### config.mk
export PLATFORM = sky130hd
export DESIGN_NAME = pam4_tx
export DESIGN_NICKNAME = d
export VERILOG_FILES = /design/src/rtl/pam4_tx.sv
export SDC_FILE = /design/constraint.sdc
export NUM_CORES = 1
export LEC_CHECK = 0
export ABC_AREA = 1
export BUFFER_PORTS_ARGS = -buffer_cell sky130_fd_sc_hd__clkbuf_2
export CAP_MARGIN = 15
export CORE_ASPECT_RATIO = 0.9
export CORE_MARGIN = 8
export CORE_UTILIZATION = 41
export DETAILED_ROUTE_END_ITERATION = 7
export GPL_ROUTABILITY_DRIVEN = 0
export PLACE_DENSITY = 0.63
export SYNTH_ARGS = -nofsm -noshare
export SYNTH_HDL_FRONTEND = slang
export SYNTH_SLANG_ARGS = --single-unit
### constraint.sdc
create_clock -name clk -period 3.4 [get_ports clk]
set_input_delay 0.85 -clock clk [delete_from_list [all_inputs] [get_ports clk]]
set_output_delay 0.85 -clock clk [all_outputs]
set_load 0.02 [all_outputs]
### src/rtl/pam4_tx.sv
// PAM4 transmit source: user symbols or PRBS7 training bursts, Gray-mapped to
// signed levels and passed through a one-post-cursor ISI channel model.
module pam4_tx #(
  parameter int         SIGNAL_RESOLUTION = 8,
  parameter int         SYMBOL_SEPERATION = 56,
  parameter int         H1_SHIFT          = 1,
  parameter int         SYMBOL_PERIOD     = 2,
  parameter int         TRAIN_LENGTH      = 127,
  parameter logic [6:0] PRBS_SEED         = 7'h7F
) (
  input  logic                                clk,
  input  logic                                rstn,
  input  logic [1:0]                          data_in,
  input  logic                                data_in_valid,
  output logic                                data_in_ready,
  input  logic                                train_start,
  output logic                                training,
  output logic signed [SIGNAL_RESOLUTION-1:0] signal_out,
  output logic                                signal_out_valid,
  output logic signed [SIGNAL_RESOLUTION-1:0] train_data,
  output logic                                train_data_valid
);

  localparam int R  = SIGNAL_RESOLUTION;
  localparam int WW = SIGNAL_RESOLUTION + 2;
  localparam int HW = (SYMBOL_PERIOD > 1) ? $clog2(SYMBOL_PERIOD) : 1;
  localparam int CW = (TRAIN_LENGTH > 1) ? $clog2(TRAIN_LENGTH) : 1;

  localparam logic signed [R-1:0]  LVL_1     = R'(SYMBOL_SEPERATION / 2);
  localparam logic signed [R-1:0]  LVL_3     = R'((3 * SYMBOL_SEPERATION) / 2);
  localparam logic signed [WW-1:0] SAT_MAX   = WW'((2 ** (R - 1)) - 1);
  localparam logic signed [WW-1:0] SAT_MIN   = WW'(-(2 ** (R - 1)));
  localparam logic [HW-1:0]        HOLD_LOAD = HW'(SYMBOL_PERIOD - 1);
  localparam logic [CW-1:0]        CNT_LAST  = CW'(TRAIN_LENGTH - 1);

  typedef enum logic [0:0] {
    ST_IDLE  = 1'b0,
    ST_TRAIN = 1'b1
  } state_t;

  state_t              state_r;
  state_t              state_nxt_s;
  logic [HW-1:0]       holdoff_r;
  logic [CW-1:0]       sym_cnt_r;
  logic [CW-1:0]       sym_cnt_nxt_s;
  logic [6:0]          lfsr_r;
  logic [6:0]          lfsr_nxt_s;
  logic signed [R-1:0] prev_level_r;
  logic                hold_zero_s;
  logic                emit_s;
  logic [1:0]          sym_s;
  logic signed [R-1:0] level_s;
  logic signed [R-1:0] sample_s;

  function automatic logic signed [R-1:0] gray_level(input logic [1:0] sym);
    case (sym)
      2'b00:   gray_level = -LVL_3;
      2'b01:   gray_level = -LVL_1;
      2'b11:   gray_level = LVL_1;
      2'b10:   gray_level = LVL_3;
      default: gray_level = '0;
    endcase
  endfunction

  // Widened sum keeps the post-cursor addition overflow-free before clamping.
  function automatic logic signed [R-1:0] channel_out(input logic signed [R-1:0] level,
                                                      input logic signed [R-1:0] prev);
    logic signed [WW-1:0] sum;
    sum = $signed({{2{level[R-1]}}, level}) + ($signed({{2{prev[R-1]}}, prev}) >>> H1_SHIFT);
    if (sum > SAT_MAX) begin
      channel_out = SAT_MAX[R-1:0];
    end else if (sum < SAT_MIN) begin
      channel_out = SAT_MIN[R-1:0];
    end else begin
      channel_out = sum[R-1:0];
    end
  endfunction

  // Two PRBS7 steps per symbol since each symbol consumes two bits.
  function automatic logic [6:0] prbs_step2(input logic [6:0] s);
    logic [6:0] t;
    t          = {s[5:0], s[6] ^ s[5]};
    prbs_step2 = {t[5:0], t[6] ^ t[5]};
  endfunction

  assign hold_zero_s   = (holdoff_r == '0);
  assign data_in_ready = rstn && (state_r == ST_IDLE) && hold_zero_s && !train_start;
  assign level_s       = gray_level(sym_s);
  assign sample_s      = channel_out(level_s, prev_level_r);

  // Next-state, emission decision and symbol source selection.
  always_comb begin
    state_nxt_s   = state_r;
    sym_cnt_nxt_s = sym_cnt_r;
    lfsr_nxt_s    = lfsr_r;
    emit_s        = 1'b0;
    sym_s         = data_in;
    case (state_r)
      ST_IDLE: begin
        if (train_start && hold_zero_s) begin
          state_nxt_s   = ST_TRAIN;
          lfsr_nxt_s    = PRBS_SEED;
          sym_cnt_nxt_s = '0;
        end else if (data_in_valid && data_in_ready) begin
          emit_s = 1'b1;
          sym_s  = data_in;
        end else begin
          emit_s = 1'b0;
        end
      end
      ST_TRAIN: begin
        if (hold_zero_s) begin
          emit_s     = 1'b1;
          sym_s      = {lfsr_r[6], lfsr_r[5]};
          lfsr_nxt_s = prbs_step2(lfsr_r);
          if (sym_cnt_r == CNT_LAST) begin
            state_nxt_s   = ST_IDLE;
            sym_cnt_nxt_s = '0;
          end else begin
            sym_cnt_nxt_s = sym_cnt_r + CW'(1);
          end
        end else begin
          emit_s = 1'b0;
        end
      end
      default: begin
        state_nxt_s   = ST_IDLE;
        sym_cnt_nxt_s = '0;
        lfsr_nxt_s    = PRBS_SEED;
      end
    endcase
  end

  // Control state: FSM, burst counter, LFSR and symbol pacing.
  always_ff @(posedge clk or negedge rstn) begin
    if (!rstn) begin
      state_r   <= ST_IDLE;
      sym_cnt_r <= '0;
      lfsr_r    <= PRBS_SEED;
      holdoff_r <= '0;
      training  <= 1'b0;
    end else begin
      state_r   <= state_nxt_s;
      sym_cnt_r <= sym_cnt_nxt_s;
      lfsr_r    <= lfsr_nxt_s;
      training  <= (state_nxt_s == ST_TRAIN);
      if (emit_s) begin
        holdoff_r <= HOLD_LOAD;
      end else if (!hold_zero_s) begin
        holdoff_r <= holdoff_r - HW'(1);
      end
    end
  end

  // Output samples; values hold between emissions, valids pulse once.
  always_ff @(posedge clk or negedge rstn) begin
    if (!rstn) begin
      prev_level_r     <= '0;
      signal_out       <= '0;
      signal_out_valid <= 1'b0;
      train_data       <= '0;
      train_data_valid <= 1'b0;
    end else if (emit_s) begin
      prev_level_r     <= level_s;
      signal_out       <= sample_s;
      signal_out_valid <= 1'b1;
      if (state_r == ST_TRAIN) begin
        train_data       <= level_s;
        train_data_valid <= 1'b1;
      end else begin
        train_data_valid <= 1'b0;
      end
    end else begin
      signal_out_valid <= 1'b0;
      train_data_valid <= 1'b0;
    end
  end

endmodule

---- Word level (Yosys, flattened, before mapping) ----
Index checks and enable logic that the tools add are counted.
Widths: inputs -> output; s select.
cells by class
  add/subtract/negate cells ............... 3
  magnitude comparators ................... 2
  eq/ne operators ......................... 6
  multiplexer cells ....................... 25
  bitwise operators ....................... 4
  reduce and logical (&&, ||, !) cells .... 9
operators by type and width
  cell                 number
  $mux 7               5
  $pmux 8 s4           1
  $pmux 7 s2           2
  $mux 8               2
  $mux 1               11
  $add 8x7->9          1
  $gt 9x8->1 const B   1
  $lt 9x8->1 const B   1
  $add 7x1->7 const B  1
  $eq 7x7->1 const B   1
  $logic_and 1x1->1    5
  $eq 2x2->1 const B   2
  $pmux 1 s2           2
  $pmux 2 s2           1
  $reduce_and 2->1     2
  $eq 2x1->1 const B   1
  $logic_not 2->1      1
  $mux 2               1
  $ne 2x1->1 const B   1
  $ne 2x2->1 const B   1
  $not 1->1            2
  $xor 1x1->1          2
  $logic_not 1->1      1
  $sub 1x1->1 const B  1
storage, ports and cells
  register bits ........................... 42
  logic and storage cells ................. 58

---- Logic depth before layout (Yosys ltp) ----
  depth after elaboration ................. 9
  mapped depth ............................ 19
  gate-level depth less buffers ........... 19

---- Least setup slack after synthesis ----
Ideal clock, no wire load.
  path kind ............................... input to register
  start point ............................. input data_in[0]
  end point ............................... register signal_out[1]
  data arrival time ....................... 2.807 ns
  required time ........................... 3.283 ns
  setup slack ............................. 0.477 ns
  stages .................................. 16
  buffers on the path ..................... 0
  cell sequence ........................... or2_2 o21ai_0 inv_1 ha_1 or2_2 ha_1 nand2_1 inv_1 nand3_1 nand2_1 nand2_1 nand2_1 nand2_1 nand2_1 nand2_1 nand2_1
on the way
  cells in the longest elaborated chain, start to end .. 8
RTL lines
  what                                      RTL line  source
  from (decl)                               13        input logic [1:0] data_in,
  $mux 2                                    112       if (hold_zero_s) begin
  $pmux 2 s2 *                              98        case (state_r)
  $eq 2x2->1, or another cell as far along  56        case (sym)
  $pmux 8 s4 *                              56
  via level_s[5]                            52        logic signed [R-1:0] level_s;
  $add 8x7->9 *                             69        sum = $signed({{2{level[R-1]}}, level}) + ($signed({{2{prev[R-1]}}, prev}) >>> H1_SHIFT);
  $lt 9x8->1                                72        end else if (sum < SAT_MIN) begin
  $mux 8                                    72
  $mux 8 *                                  70        if (sum > SAT_MAX) begin
  to (signal assigned)                      165       signal_out <= sample_s;
  to (decl)                                 18        output logic signed [SIGNAL_RESOLUTION-1:0] signal_out,
The timed path passes the listed nets; every way through them passes the cells marked *. The select of a mux whose other input is x is not followed.
A chain may end at the register's enable or synchronous reset.

---- Worst setup path after layout ----
  start point ............................. register holdoff_r
  end point ............................... register signal_out[3]
on the way
  cells in the longest elaborated chain, start to end .. 8
RTL lines
  what                                      RTL line  source
  from (decl)                               43        logic [HW-1:0] holdoff_r;
  from (signal assigned)                    150       holdoff_r <= holdoff_r - HW'(1);
  $mux 2 *                                  112
  $pmux 2 s2 *                              98
  $eq 2x2->1, or another cell as far along  56
  $pmux 8 s4 *                              56
  via level_s[5]                            52
  $add 8x7->9 *                             69
  $lt 9x8->1                                72
  $mux 8                                    72
  $mux 8 *                                  70
Marks and branches as above.

==> metrics.json <==
{
  "timing_worst_setup_path_type": "register to register",
  "buffer_ports.inserted": 23,
  "htree_levels": 2,
  "largest_net_degree_at_the_start_of_global_routing": 36,
  "synthSimpleGateAreaFrac_pct": 26.00,
  "fmax_mhz": 328.7,
  "top_area_cells_in_the_synthesized_netlist": "sky130_fd_sc_hd__dfrtp_1 38%, sky130_fd_sc_hd__nand2_1 14%, sky130_fd_sc_hd__dfstp_2 10%",
  "synth-compound-area-share_pct": 7.448,
  "drt_iter0_drc": 60,
  "yosys.area.top_type": "sky130_fd_sc_hd__dfrtp_1",
  "worst-endpoint-required_ns": 3.59,
  "setup-tns-final_ns": 0,
  "worst_case_register_to_register_setup_slack_ns": 0.36,
  "die_ar_mm2": 0.006915,
  "critical-path-max-stage-delay_ns": 0.45,
  "crit_path_end": "signal_out[3]$_DFFE_PN0P_",
  "final.fill_count": 457,
  "synth_largest_type_area_fraction_pct": 37.91,
  "rsz_0062_raised_after_global_routing": "false",
  "worst_setup_hold_path_clk_slew_ns": 0.07,
  "clock_skew_ns": 0.008329,
  "route.final.wire_length_um": 3674,
  "synth_area_per_cell_um2": 8.324,
  "max-cap-violations": 0,
  "worstSetupEndpointType": "register",
  "worst_setup_path_startpoint": "holdoff_r$_DFF_PN0_",
  "min_period_ns": 3.043,
  "layout-area-overhead-vs-synth_pct": 14.42,
  "cp-start-kind": "register",
  "num_rows": 23,
  "max-slew-margin-rel_pct": 66.79,
  "worst_hold_path_type": "register to register",
  "synth-warning-count": 0,
  "routed_wire_length_per_instance_um": 11.70,
  "ctsResizeCount": 0,
  "min_period_over_period_pct": 89.49,
  "r2r_end": "signal_out[3]$_DFFE_PN0P_",
  "crit-reg2reg-launch": "holdoff_r$_DFF_PN0_",
  "clockRootBuffer": "sky130_fd_sc_hd__clkbuf_8",
  "fp.dieH_um": 79.69,
  "path_cells": "nor2_4, inv_2, o21ai_0, inv_1, ha_1, or2_2, ha_1, nand2_1, inv_1, nand3_1, nand2_1, nand2_1, nand2_1, nand2_1, nand2_1, nand2_1, nand2_1",
  "grtUsageTotal_pct": 11.94,
  "first_pass_iters": 4,
  "yosysSeqAreaShare_pct": 47.87,
  "tritoncts.num_buffers": 5,
  "hold_viol": 0,
  "worst_r2r_path_depth": 17,
  "antenna_left": 0,
  "diodes": 0,
  "drt-vias-per-instance": 4.653,
  "ys_ff_latch": 35,
  "gr-total-overflow": 0,
  "initial_antenna_violation_count": 0,
  "final_nets": 269,
  "core-area_mm2": 0.004403,
  "synth_mux_area_share_pct": 0,
  "tritoncts": "done",
  "total_setup_violations_reported_at_the_end_of_the_flow": 0,
  "post-dp-hpwl_um": 2706,
  "worstMarginPinSlew_ns": 0.4970,
  "floorplan.initialDensity_pct": 41.97,
  "postSynthCellCount": 222,
  "clock_tree.buffer_depth": 2,
  "critical-path-top-cell-by-count": "sky130_fd_sc_hd__nand2_1",
  "clk-insertion-delay-late_ns": 0.29,
  "synth_cell_type_count": 26,
  "postCtsSetupRepairBufs": 0,
  "run_status": "finished, final reports clean",
  "worst_ep_arrival_time_ns": 3.23,
  "detailroute.via_count": 1461,
  "synthXorXnorAreaFrac_pct": 2.844,
  "first_global_vias": 1444,
  "share_of_cells_above_drive_strength_1_pct": 19.05,
  "mappedNetlistArea_mm2": 0.001848,
  "ctsHoldBuffers": 0,
  "critical_path_peak_fanout": 9,
  "main_combinational_cell_family_by_area_after_synthesis": "simple AND/OR/NAND/NOR gates",
  "io_pins": 26,
  "final_max_slew_viol_count": 0,
  "slowest_stage_cell_cp": "sky130_fd_sc_hd__dfrtp_1",
  "drc": 0,
  "horizontal_die_dimension_um": 86.77,
  "grt_first_pass_wirelength_um": 6541,
  "clock_sink_count": 35,
  "synthAdderAreaFrac_pct": 8.531
}
-- worst max-delay path, delay by kind of cell, from the launching register on --
family / cells / cell delay (ns)
flip-flops: 1 / 0.45
AO/OA/AOI/OAI: 1 / 0.36
AND/OR/NAND/NOR: 11 / 1.29
adder cells (fa/ha/maj): 2 / 0.55
buffers and inverters: 3 / 0.27
-- cell usage after synthesis (all sizes together) --
| library cell | number |
|---|---|
| nand2 | 72 |
| dfrtp | 28 |
| inv | 25 |
| nor2 | 18 |
| nand3 | 12 |
| ha | 11 |
| o21ai | 11 |
| dfstp | 7 |
| nor3 | 7 |
| a21oi | 5 |
| buf | 4 |
| o211ai | 4 |
| or2 | 4 |
| xnor2 | 3 |
| xor2 | 3 |
| a31oi | 2 |
| clkbuf | 1 |
| conb | 1 |
| fa | 1 |
| nor3b | 1 |
| o21a | 1 |
| o21bai | 1 |
-- cell type report --
| type | instances | area (um2) | share of cell area [%] |
|---|---|---|---|
| Clock buffer | 6 | 72.57 | 3.432 |
| Timing Repair Buffer | 26 | 137.6 | 6.509 |
| Tap cell | 62 | 77.57 | 3.669 |
| Multi-Input combinational cell | 158 | 835.8 | 39.53 |
| Clock inverter | 2 | 12.51 | 0.5917 |
| Sequential cell | 35 | 884.6 | 41.83 |
| Inverter | 25 | 93.84 | 4.438 |
-- cells in the final DEF (no fill, tap or decap), drive strengths merged --
cell	n
inv	25
ha	11
o21a	1
fa	1
xnor2	3
clkinvlp	1
dfstp	7
o211ai	4
clkbuf	29
o21bai	1
nor2	18
nor3	7
nand3	12
dfrtp	28
o21ai	11
a31oi	2
nand2	72
buf	3
conb	2
or2	4
xor2	3
nor3b	1
clkinv	1
a21oi	5
-- layer usage --
metal | part of all wire, % | GRT usage [%] | vias up
li1 | - | - | 751
met4 | 1.9 | 6.701 | 0
met5 | 0 | 0 | -
met1 | 49 | 15.01 | 682
met3 | 3.9 | 3.189 | 5
met2 | 45 | 18.15 | 23
-- worst min path at each step --
stage                                      startpoint                     endpoint  cells after the start
after detailed placement  prev_level_r[2]$_DFFE_PN0P_  prev_level_r[2]$_DFFE_PN0P_                      2
after floorplan           prev_level_r[2]$_DFFE_PN0P_  prev_level_r[2]$_DFFE_PN0P_                      2
after CTS                 prev_level_r[2]$_DFFE_PN0P_  prev_level_r[2]$_DFFE_PN0P_                      2
final                     prev_level_r[2]$_DFFE_PN0P_  prev_level_r[2]$_DFFE_PN0P_                      2
after global routing        train_data[2]$_DFFE_PN0P_    train_data[2]$_DFFE_PN0P_                      1
after global placement    prev_level_r[2]$_DFFE_PN0P_  prev_level_r[2]$_DFFE_PN0P_                      2
-- stage by stage --
stage	std cells	worst slack [ns]	cell area [um2]	util (%)	hold WS, ns
after floorplan	223	0.4768	1852	-	0.4214
after detailed placement	306	0.1643	2029	46.09	0.4462
after CTS	314	0.3725	2115	48.03	0.4650
after global routing	314	0.06910	2115	48.03	0.4957
final	314	0.3574	2115	48.03	0.4586
after global placement	306	0.2081	2029	46.09	0.4372
-- logic make-up after synthesis --
family / count (synthesis)
AND/OR/NAND/NOR: 114
flip-flops: 35
buffers and inverters: 30
AO/OA/AOI/OAI: 24
adder cells (fa/ha/maj): 12
XOR/XNOR: 6
other: 1
-- sequential cells by signal, summed over array words and instances (netlist names) --
register,count
holdoff_r,1
prev_level_r,5
lfsr_r,7
train_data,5
train_data_valid,1
signal_out,8
state_r,1
sym_cnt_r,7
Power is left out: the tool's default activity adds up to more than one toggle a clock period on the data nets, which glitch-free logic cannot reach.
